$ cat src/rtl/ascii_num_sep_ctrl.sv
// ascii_num_sep_ctrl: splits an ASCII byte stream into numeric tokens, drives an
// ascii_to_int32 converter through start/char_valid/num_end, and returns each
// converted value on a valid/ready output together with per-line number counts.
module ascii_num_sep_ctrl #(
    parameter int MAX_CHARS    = 11,
    parameter int WAIT_TIMEOUT = 64
) (
    input  logic        clk,
    input  logic        rst_n,
    input  logic [7:0]  in_data,
    input  logic        in_valid,
    output logic        in_ready,
    output logic        conv_start,
    output logic [7:0]  conv_char,
    output logic        conv_char_valid,
    output logic        conv_num_end,
    input  logic [31:0] conv_result,
    input  logic        conv_result_valid,
    output logic [31:0] num_data,
    output logic        num_valid,
    input  logic        num_ready,
    output logic        line_done,
    output logic [15:0] line_len,
    output logic        err
);

    localparam int CW = $clog2(MAX_CHARS + 1);
    localparam int WW = $clog2(WAIT_TIMEOUT + 1);

    typedef enum logic [2:0] {
        S_IDLE,
        S_START,
        S_FIRST,
        S_FEED,
        S_WAIT,
        S_OUT
    } state_t;

    state_t      state_q, state_d;
    logic [CW-1:0] char_cnt_q, char_cnt_d;
    logic [WW-1:0] wait_cnt_q, wait_cnt_d;
    logic [15:0] line_cnt_q, line_cnt_d;
    logic        pending_eol_q, pending_eol_d;

    logic        in_ready_q, in_ready_d;
    logic        conv_start_q, conv_start_d;
    // conv_char doubles as the latch for the first character of a token
    logic [7:0]  conv_char_q, conv_char_d;
    logic        conv_char_valid_q, conv_char_valid_d;
    logic        conv_num_end_q, conv_num_end_d;
    logic [31:0] num_data_q, num_data_d;
    logic        num_valid_q, num_valid_d;
    logic        line_done_q, line_done_d;
    logic [15:0] line_len_q, line_len_d;
    logic        err_q, err_d;

    logic        accept;
    logic        is_digit, is_minus, is_sep, is_eol;

    // Classify the incoming byte
    always_comb begin
        is_digit = (in_data >= 8'h30) && (in_data <= 8'h39);
        is_minus = (in_data == 8'h2D);
        is_sep   = (in_data == 8'h20) || (in_data == 8'h2C) ||
                   (in_data == 8'h09) || (in_data == 8'h0D);
        is_eol   = (in_data == 8'h0A);
        accept   = in_valid && in_ready_q;
    end

    // Next-state and registered-output computation; pulses default low
    always_comb begin
        state_d           = state_q;
        char_cnt_d        = char_cnt_q;
        wait_cnt_d        = wait_cnt_q;
        line_cnt_d        = line_cnt_q;
        pending_eol_d     = pending_eol_q;
        conv_start_d      = 1'b0;
        conv_char_d       = conv_char_q;
        conv_char_valid_d = 1'b0;
        conv_num_end_d    = 1'b0;
        num_data_d        = num_data_q;
        num_valid_d       = num_valid_q;
        line_done_d       = 1'b0;
        line_len_d        = line_len_q;
        err_d             = 1'b0;

        case (state_q)
            S_IDLE: begin
                if (accept) begin
                    if (is_sep) begin
                        // separators between tokens are skipped
                    end else if (is_eol) begin
                        line_done_d = 1'b1;
                        line_len_d  = line_cnt_q;
                        line_cnt_d  = '0;
                    end else if (is_digit || is_minus) begin
                        conv_char_d  = in_data;
                        char_cnt_d   = CW'(1);
                        conv_start_d = 1'b1;
                        state_d      = S_START;
                    end else begin
                        err_d = 1'b1;
                    end
                end
            end
            S_START: begin
                // start is high this cycle; present the latched char next
                conv_char_valid_d = 1'b1;
                state_d           = S_FIRST;
            end
            S_FIRST: begin
                state_d = S_FEED;
            end
            S_FEED: begin
                if (accept) begin
                    if (is_digit) begin
                        if (char_cnt_q == CW'(MAX_CHARS)) begin
                            err_d = 1'b1;
                        end else begin
                            conv_char_d       = in_data;
                            conv_char_valid_d = 1'b1;
                            char_cnt_d        = char_cnt_q + CW'(1);
                        end
                    end else if (is_sep || is_eol) begin
                        conv_num_end_d = 1'b1;
                        wait_cnt_d     = '0;
                        state_d        = S_WAIT;
                        if (is_eol) begin
                            pending_eol_d = 1'b1;
                        end
                    end else begin
                        err_d = 1'b1;
                    end
                end
            end
            S_WAIT: begin
                if (conv_result_valid) begin
                    num_data_d  = conv_result;
                    num_valid_d = 1'b1;
                    if (line_cnt_q != 16'hFFFF) begin
                        line_cnt_d = line_cnt_q + 16'd1;
                    end
                    state_d = S_OUT;
                end else if (wait_cnt_q == WW'(WAIT_TIMEOUT - 1)) begin
                    // converter never answered: abandon the token
                    err_d         = 1'b1;
                    pending_eol_d = 1'b0;
                    state_d       = S_IDLE;
                end else begin
                    wait_cnt_d = wait_cnt_q + WW'(1);
                end
            end
            S_OUT: begin
                if (num_ready) begin
                    num_valid_d = 1'b0;
                    if (pending_eol_q) begin
                        line_done_d   = 1'b1;
                        line_len_d    = line_cnt_q;
                        line_cnt_d    = '0;
                        pending_eol_d = 1'b0;
                    end
                    state_d = S_IDLE;
                end
            end
            default: begin
                state_d = S_IDLE;
            end
        endcase

        in_ready_d = (state_d == S_IDLE) || (state_d == S_FEED);
    end

    // State and output registers with asynchronous active-low reset
    always_ff @(posedge clk or negedge rst_n) begin
        if (!rst_n) begin
            state_q           <= S_IDLE;
            char_cnt_q        <= '0;
            wait_cnt_q        <= '0;
            line_cnt_q        <= '0;
            pending_eol_q     <= 1'b0;
            in_ready_q        <= 1'b0;
            conv_start_q      <= 1'b0;
            conv_char_q       <= '0;
            conv_char_valid_q <= 1'b0;
            conv_num_end_q    <= 1'b0;
            num_data_q        <= '0;
            num_valid_q       <= 1'b0;
            line_done_q       <= 1'b0;
            line_len_q        <= '0;
            err_q             <= 1'b0;
        end else begin
            state_q           <= state_d;
            char_cnt_q        <= char_cnt_d;
            wait_cnt_q        <= wait_cnt_d;
            line_cnt_q        <= line_cnt_d;
            pending_eol_q     <= pending_eol_d;
            in_ready_q        <= in_ready_d;
            conv_start_q      <= conv_start_d;
            conv_char_q       <= conv_char_d;
            conv_char_valid_q <= conv_char_valid_d;
            conv_num_end_q    <= conv_num_end_d;
            num_data_q        <= num_data_d;
            num_valid_q       <= num_valid_d;
            line_done_q       <= line_done_d;
            line_len_q        <= line_len_d;
            err_q             <= err_d;
        end
    end

    assign in_ready        = in_ready_q;
    assign conv_start      = conv_start_q;
    assign conv_char       = conv_char_q;
    assign conv_char_valid = conv_char_valid_q;
    assign conv_num_end    = conv_num_end_q;
    assign num_data        = num_data_q;
    assign num_valid       = num_valid_q;
    assign line_done       = line_done_q;
    assign line_len        = line_len_q;
    assign err             = err_q;

endmodule
$ cat config.mk
export PLATFORM = sky130hd
export DESIGN_NAME = ascii_num_sep_ctrl
export DESIGN_NICKNAME = d
export VERILOG_FILES = /design/src/rtl/ascii_num_sep_ctrl.sv
export SDC_FILE = /design/constraint.sdc
export NUM_CORES = 1
export LEC_CHECK = 0
export CORE_MARGIN = 8
export CORE_UTILIZATION = 44
export CTS_CLUSTER_DIAMETER = 200
export CTS_CLUSTER_SIZE = 24
export DETAILED_ROUTE_END_ITERATION = 16
export GPL_TIMING_DRIVEN = 0
export HOLD_SLACK_MARGIN = 0.1
export PLACE_DENSITY = 0.73
export SETUP_SLACK_MARGIN = 0.02
export SYNTH_ARGS = -nofsm -noshare
export SYNTH_HDL_FRONTEND = slang
export SYNTH_SLANG_ARGS = --single-unit
$ cat constraint.sdc
create_clock -name clk -period 1.92 [get_ports clk]
set_input_delay 0.384 -clock clk [delete_from_list [all_inputs] [get_ports clk]]
set_output_delay 0.384 -clock clk [all_outputs]
set_load 0.02 [all_outputs]
# After elaboration in Yosys (flattened, before gate mapping)
# Cells that the tools add are included.
[word_totals]
regBits = 94
romBits = 0
output_inout_bits = 63
input_bits = 45
latchBits = 0
ram_bits = 0
n_memories = 0
[op_classes]
reduce_logical = 23
order_cmp = 2
muxes = 87
eq_ne = 33
n_shift = 0
add_sub_neg = 3
multipliers = 0
n_div = 0
bitwise_logic = 0
[ops]
columns = ["op", "count"]
rows = [
  ["$mux 16", 12],
  ["$mux 8", 7],
  ["$pmux 16 s3", 1],
  ["$ne 2x2->1 const B", 18],
  ["$mux 1", 35],
  ["$mux 7", 5],
  ["$pmux 16 s2", 1],
  ["$mux 3", 10],
  ["$mux 4", 7],
  ["$eq 8x4->1 const B", 3],
  ["$eq 8x6->1 const B", 3],
  ["$reduce_and 8->1", 3],
  ["$pmux 3 s6", 1],
  ["$add 16x1->16 const B", 1],
  ["$ne 16x16->1 const B", 1],
  ["$pmux 8 s2", 1],
  ["$pmux 7 s2", 1],
  ["$reduce_and 6->1", 2],
  ["$eq 3x2->1 const B", 3],
  ["$ge 8x6->1 const B", 1],
  ["$le 8x6->1 const B", 1],
  ["$pmux 4 s2", 1],
  ["$reduce_bool 2->1", 4],
  ["$add 7x1->7 const B", 1],
  ["other kinds (13)", 25],
]

# Longest topological paths before layout
[depth]
depth_word = 11
depth_mapped = 8

# Worst setup path before layout
# OpenSTA, ideal clock, no wires.
[synth_path]
path_kind = "input-to-reg"
start = "input port in_data[4]"
end = "register line_len_q[10], in the netlist line_len[10]"
slack_ns = -0.346
arrival_time_ns = 2.139
cell_stages = 7
n_path_buf = 2
path_cell_list = "or4b_1 buf_2 nor4_4 nand3_2 nand2_2 buf_4 mux2_1"
[synth_between]
elab_chain_cells = 6
[synth_rtl]
columns = ["item", "line", "text"]
rows = [
  ["start: declaration", "10", "input logic [7:0] in_data,"],
  ["$eq 8x6->1", "64", "is_sep = (in_data == 8'h20) || (in_data == 8'h2C) ||"],
  ["$logic_or 1x1->1 (2 in a row)", "64", ""],
  ["$logic_or 1x1->1", "65", "(in_data == 8'h09) || (in_data == 8'h0D);"],
  ["$ne 2x2->1 (no source line)", "-", ""],
  ["$reduce_and 6->1 (no source line) (*)", "-", ""],
  ["end signal: assignment", "205", "line_len_q <= line_len_d;"],
  ["end: declaration", "54", "logic [15:0] line_len_q, line_len_d;"],
]
# Every way passes the cells marked *; elsewhere a longest branch is shown, timed or not.
# A chain may end at the register's enable or synchronous reset.

# Worst setup path in the final report
[layout_path]
start = "register state_q[1]"
end = "register line_cnt_q[5]"
[layout_between]
elab_chain_cells = 3
[layout_rtl]
columns = ["item", "line", "text"]
rows = [
  ["start: declaration", "39", "state_t state_q, state_d;"],
  ["start signal: assignment", "192", "state_q <= state_d;"],
  ["$eq 3x3->1 / $logic_not 3->1 (equally long branches)", "87", "case (state_q)"],
  ["$ne 2x2->1 (no source line) / $reduce_bool 3->1 (equally long branches)", "-", ""],
  ["$reduce_and 8->1 (no source line)", "-", ""],
  ["end signal: assignment", "195", "line_cnt_q <= line_cnt_d;"],
  ["end: declaration", "42", "logic [15:0] line_cnt_q, line_cnt_d;"],
]
# Parallel ways exist; a longest one is shown, timed or not.

==> flow_metrics.tcl <==
set metrics [dict create \
    status "finished, violations left" \
    violations "setup timing" \
    finalSetupViolations 34 \
    crit_arrival_ns 2.50 \
    syn_nets 408 \
    critical_path.endpoint "line_cnt_q[5]" \
    numClockSinks 94 \
    clkTransAtPathRegs_ns 0.09 \
    critical_path_class "reg -> reg" \
    rsz0062_at_grt "true" \
    gp_congestion 0.827 \
    final.setup.worst_slack_ns -0.281 \
    crit_start "state_q[1]" \
    final.period_utilization 1.15 \
    ys_types 64 \
    antenna_found_initial 0 \
    grt_use_total 0.181 \
    nFillCells 732 \
    final_antenna_net_count 0 \
    yosys_warnings 0 \
    htree_levels 3 \
    start_kind "register" \
    place_hpwl_mm 7.92 \
    ys_ff_latch 94 \
    fin_skew_ns 0.0111 \
    grt_pass1_vias 3715 \
    crit_required_ns 2.22 \
    drcViolationCount 0 \
    start_util 0.447 \
    r2r_slack_ns -0.28 \
    syn_area_per_cell_um2 12.0 \
    numPortBuffers 107 \
    synth_edf_count 0 \
    synthFlopType "dfrtp_1" \
    p_leak_nw 2.83 \
    via_per_inst 5.51 \
    nNetsFinal 560 \
    max_slew_margin 0.544 \
    clockRootBuffer "clkbuf_8" \
    routed_wl_mm 12.3 \
    min_period_ns 2.20 \
    final-max-slew-violation-count 0 \
    async_reset_ff_frac 1.00 \
    worst_slew_pin_slew_ns 0.685 \
    cts_tree "built" \
    fin_setup_tns_ns -6.54 \
    r2r_end "line_cnt_q[5]" \
    die-area_um2 13200 \
    clock_latency_ns 0.36 \
    cp-end-kind "register" \
    via_count 3581 \
    die_x_um 115 \
    synth_area_um2 4310 \
    cap_violations 0 \
    area_growth_pct 54.9 \
    cts_made_buffers 9 \
    cts_max_path_buffers 2 \
    die_h_um 115 \
    wl_per_cell_um 19.0 \
    max-vdd-ir-drop_mv 0.360 \
    core.rowCount 36 \
    drive_gt1_frac 0.366 \
    powerDensity_nw_per_um2 555 \
    ff2ff_path_depth 6 \
    fin_total_pwr_mw 3.71 \
    ios 108 \
    grt_max_degree 52 \
    r2r_start "state_q[1]" \
    gr-total-overflow 0 \
    fp.coreArea_um2 9640 \
    min_path_type "in -> reg" \
    path_max_fanout 5 \
    first_pass_iters 4 \
    hold_viol_final 0 \
    seq_area_frac_synth 0.545 \
    clock.fmax_mhz 454 \
    grt_pass1_wl_mm 19.0 \
    n_antenna_cell 0 \
    netlist_instances 360 \
    first_iter_violations 164 \
]
-- cells in the mapped netlist (all sizes together), types with 5 or more instances --
cell     n  area (um^2)
o21ai   10         53.8
or4      9         67.6
a21oi   15         75.1
dfrtp   94         2350
o31ai   13          103
nand3   14         75.1
mux2i    5         50.1
clkbuf   5         18.8
nor4     7         65.1
inv      7         26.3
mux2    52          586
nand2b   6         37.5
nand3b   5         37.5
nor2     7         26.3
buf     11         57.6
nand2   28          108
-- worst min-delay path by stage --
stage | startpoint | to | slack [ns] | cells after the start
2_1_floorplan | rst_n | char_cnt_q[0] | 0.09 | 0
3_3_place_gp | conv_char[5] | conv_char[5] | 0.45 | 1
3_5_place_dp | conv_char[5] | conv_char[5] | 0.46 | 1
4_1_cts | in_data[3] | conv_char[3] | 0.32 | 2
5_1_grt | in_data[0] | conv_char[0] | 0.33 | 2
6_report | in_data[3] | conv_char[3] | 0.33 | 2
-- per-stage QoR --
step / worst slack, ns / hold WS, ns / area (um^2) / cells / util
finish: -0.281 / 0.325 / 6680 / 650 / 0.693
global route: -0.382 / 0.330 / 6680 / 650 / 0.693
CTS: -0.191 / 0.316 / 6290 / 638 / 0.652
detailed placement: -1.10 / 0.465 / 5670 / 601 / 0.588
global placement: -3.04 / 0.452 / 5640 / 600 / 0.585
floorplan: -0.290 / 0.0884 / 4400 / 360 / -
-- report_power, final --
| part | internal, mW | total (mW) | switching, mW | leakage [nW] |
|---|---|---|---|---|
| logic | 0.214 | 0.409 | 0.194 | 1.48 |
| registers | 2.03 | 2.08 | 0.0454 | 1.27 |
| clock network | 0.478 | 1.22 | 0.742 | 0.0751 |
| total | 2.73 | 3.71 | 0.982 | 2.83 |
-- cell type report --
class                           instances  area (um^2)  share of cell area
Inverter                                7         26.3             0.00393
Tap cell                              133          166              0.0249
Buffer                                 15          184              0.0275
Timing Repair Buffer                  142         1400               0.210
Sequential cell                        94         2350               0.352
Multi-Input combinational cell        243         2370               0.355
Clock buffer                           10          128              0.0191
Clock inverter                          6         47.5             0.00712
-- state kept, by name, summed over array words and instances, names as in the netlist --
signal           count
line_done            1
err                  1
state_q              3
conv_char            8
char_cnt_q           4
conv_num_end         1
conv_start           1
num_valid            1
conv_char_valid      1
in_ready             1
pending_eol_q        1
line_cnt_q          16
line_len            16
wait_cnt_q           7
num_data            32
-- repair_timing --
| action | CTS | global route |
|---|---|---|
| cloned | 2 | 0 |
| hold endpoints to repair | 50 | 0 |
| gates resized for setup | 92 | 79 |
| endpoints found under the setup margin | 94 | 80 |
| pin swaps | 34 | 23 |
| hold buffers | 1 | 0 |
| buffers inserted | 20 | 15 |
-- metal layers --
metal	track usage	share of wire	vias up
met5	0	0	-
li1	-	-	1644
met1	0.214	0.40	1841
met4	0.0639	0.011	0
met2	0.316	0.54	83
met3	0.0404	0.042	13
-- cells in the final DEF, fill, tap and decap left out, types with 5 or more instances in the layout --
cell type        instances
inv_1                    7
nand2b_1                 6
dfrtp_1                 92
a21oi_1                  8
nor2_1                   7
nor4_4                   5
mux2_2                  34
clkbuf_2                 5
or4_1                    5
buf_4                   22
buf_8                    5
o21ai_0                  6
nand2_1                 24
a21oi_2                  7
buf_6                   18
o31ai_2                  5
o31ai_4                  5
mux2_4                  18
clkdlybuf4s50_1         98
nand3_1                 11
clkbuf_8                 9
nand3b_1                 5
mux2i_1                  5
-- cell families after synthesis --
kind of cell,Yosys count,synth area share
AOI/OAI and AO/OA,66,0.109
xor gates and xnor gates,3,0.00609
adders and majority gates,3,0.00870
buffers and inverters,23,0.0238
DFF,94,0.545
muxes,57,0.147
and+or+nand+nor,114,0.160
-- worst max-delay path, stage by stage (launching register included) --
cell,delay (ns)
dfrtp_1,0.42
or3_4,0.40
nor4_4,0.34
o32ai_4,0.18
buf_6,0.16
or4b_4,0.49
a21oi_2,0.14
No activity file was read; power rests on OpenSTA's default activity.
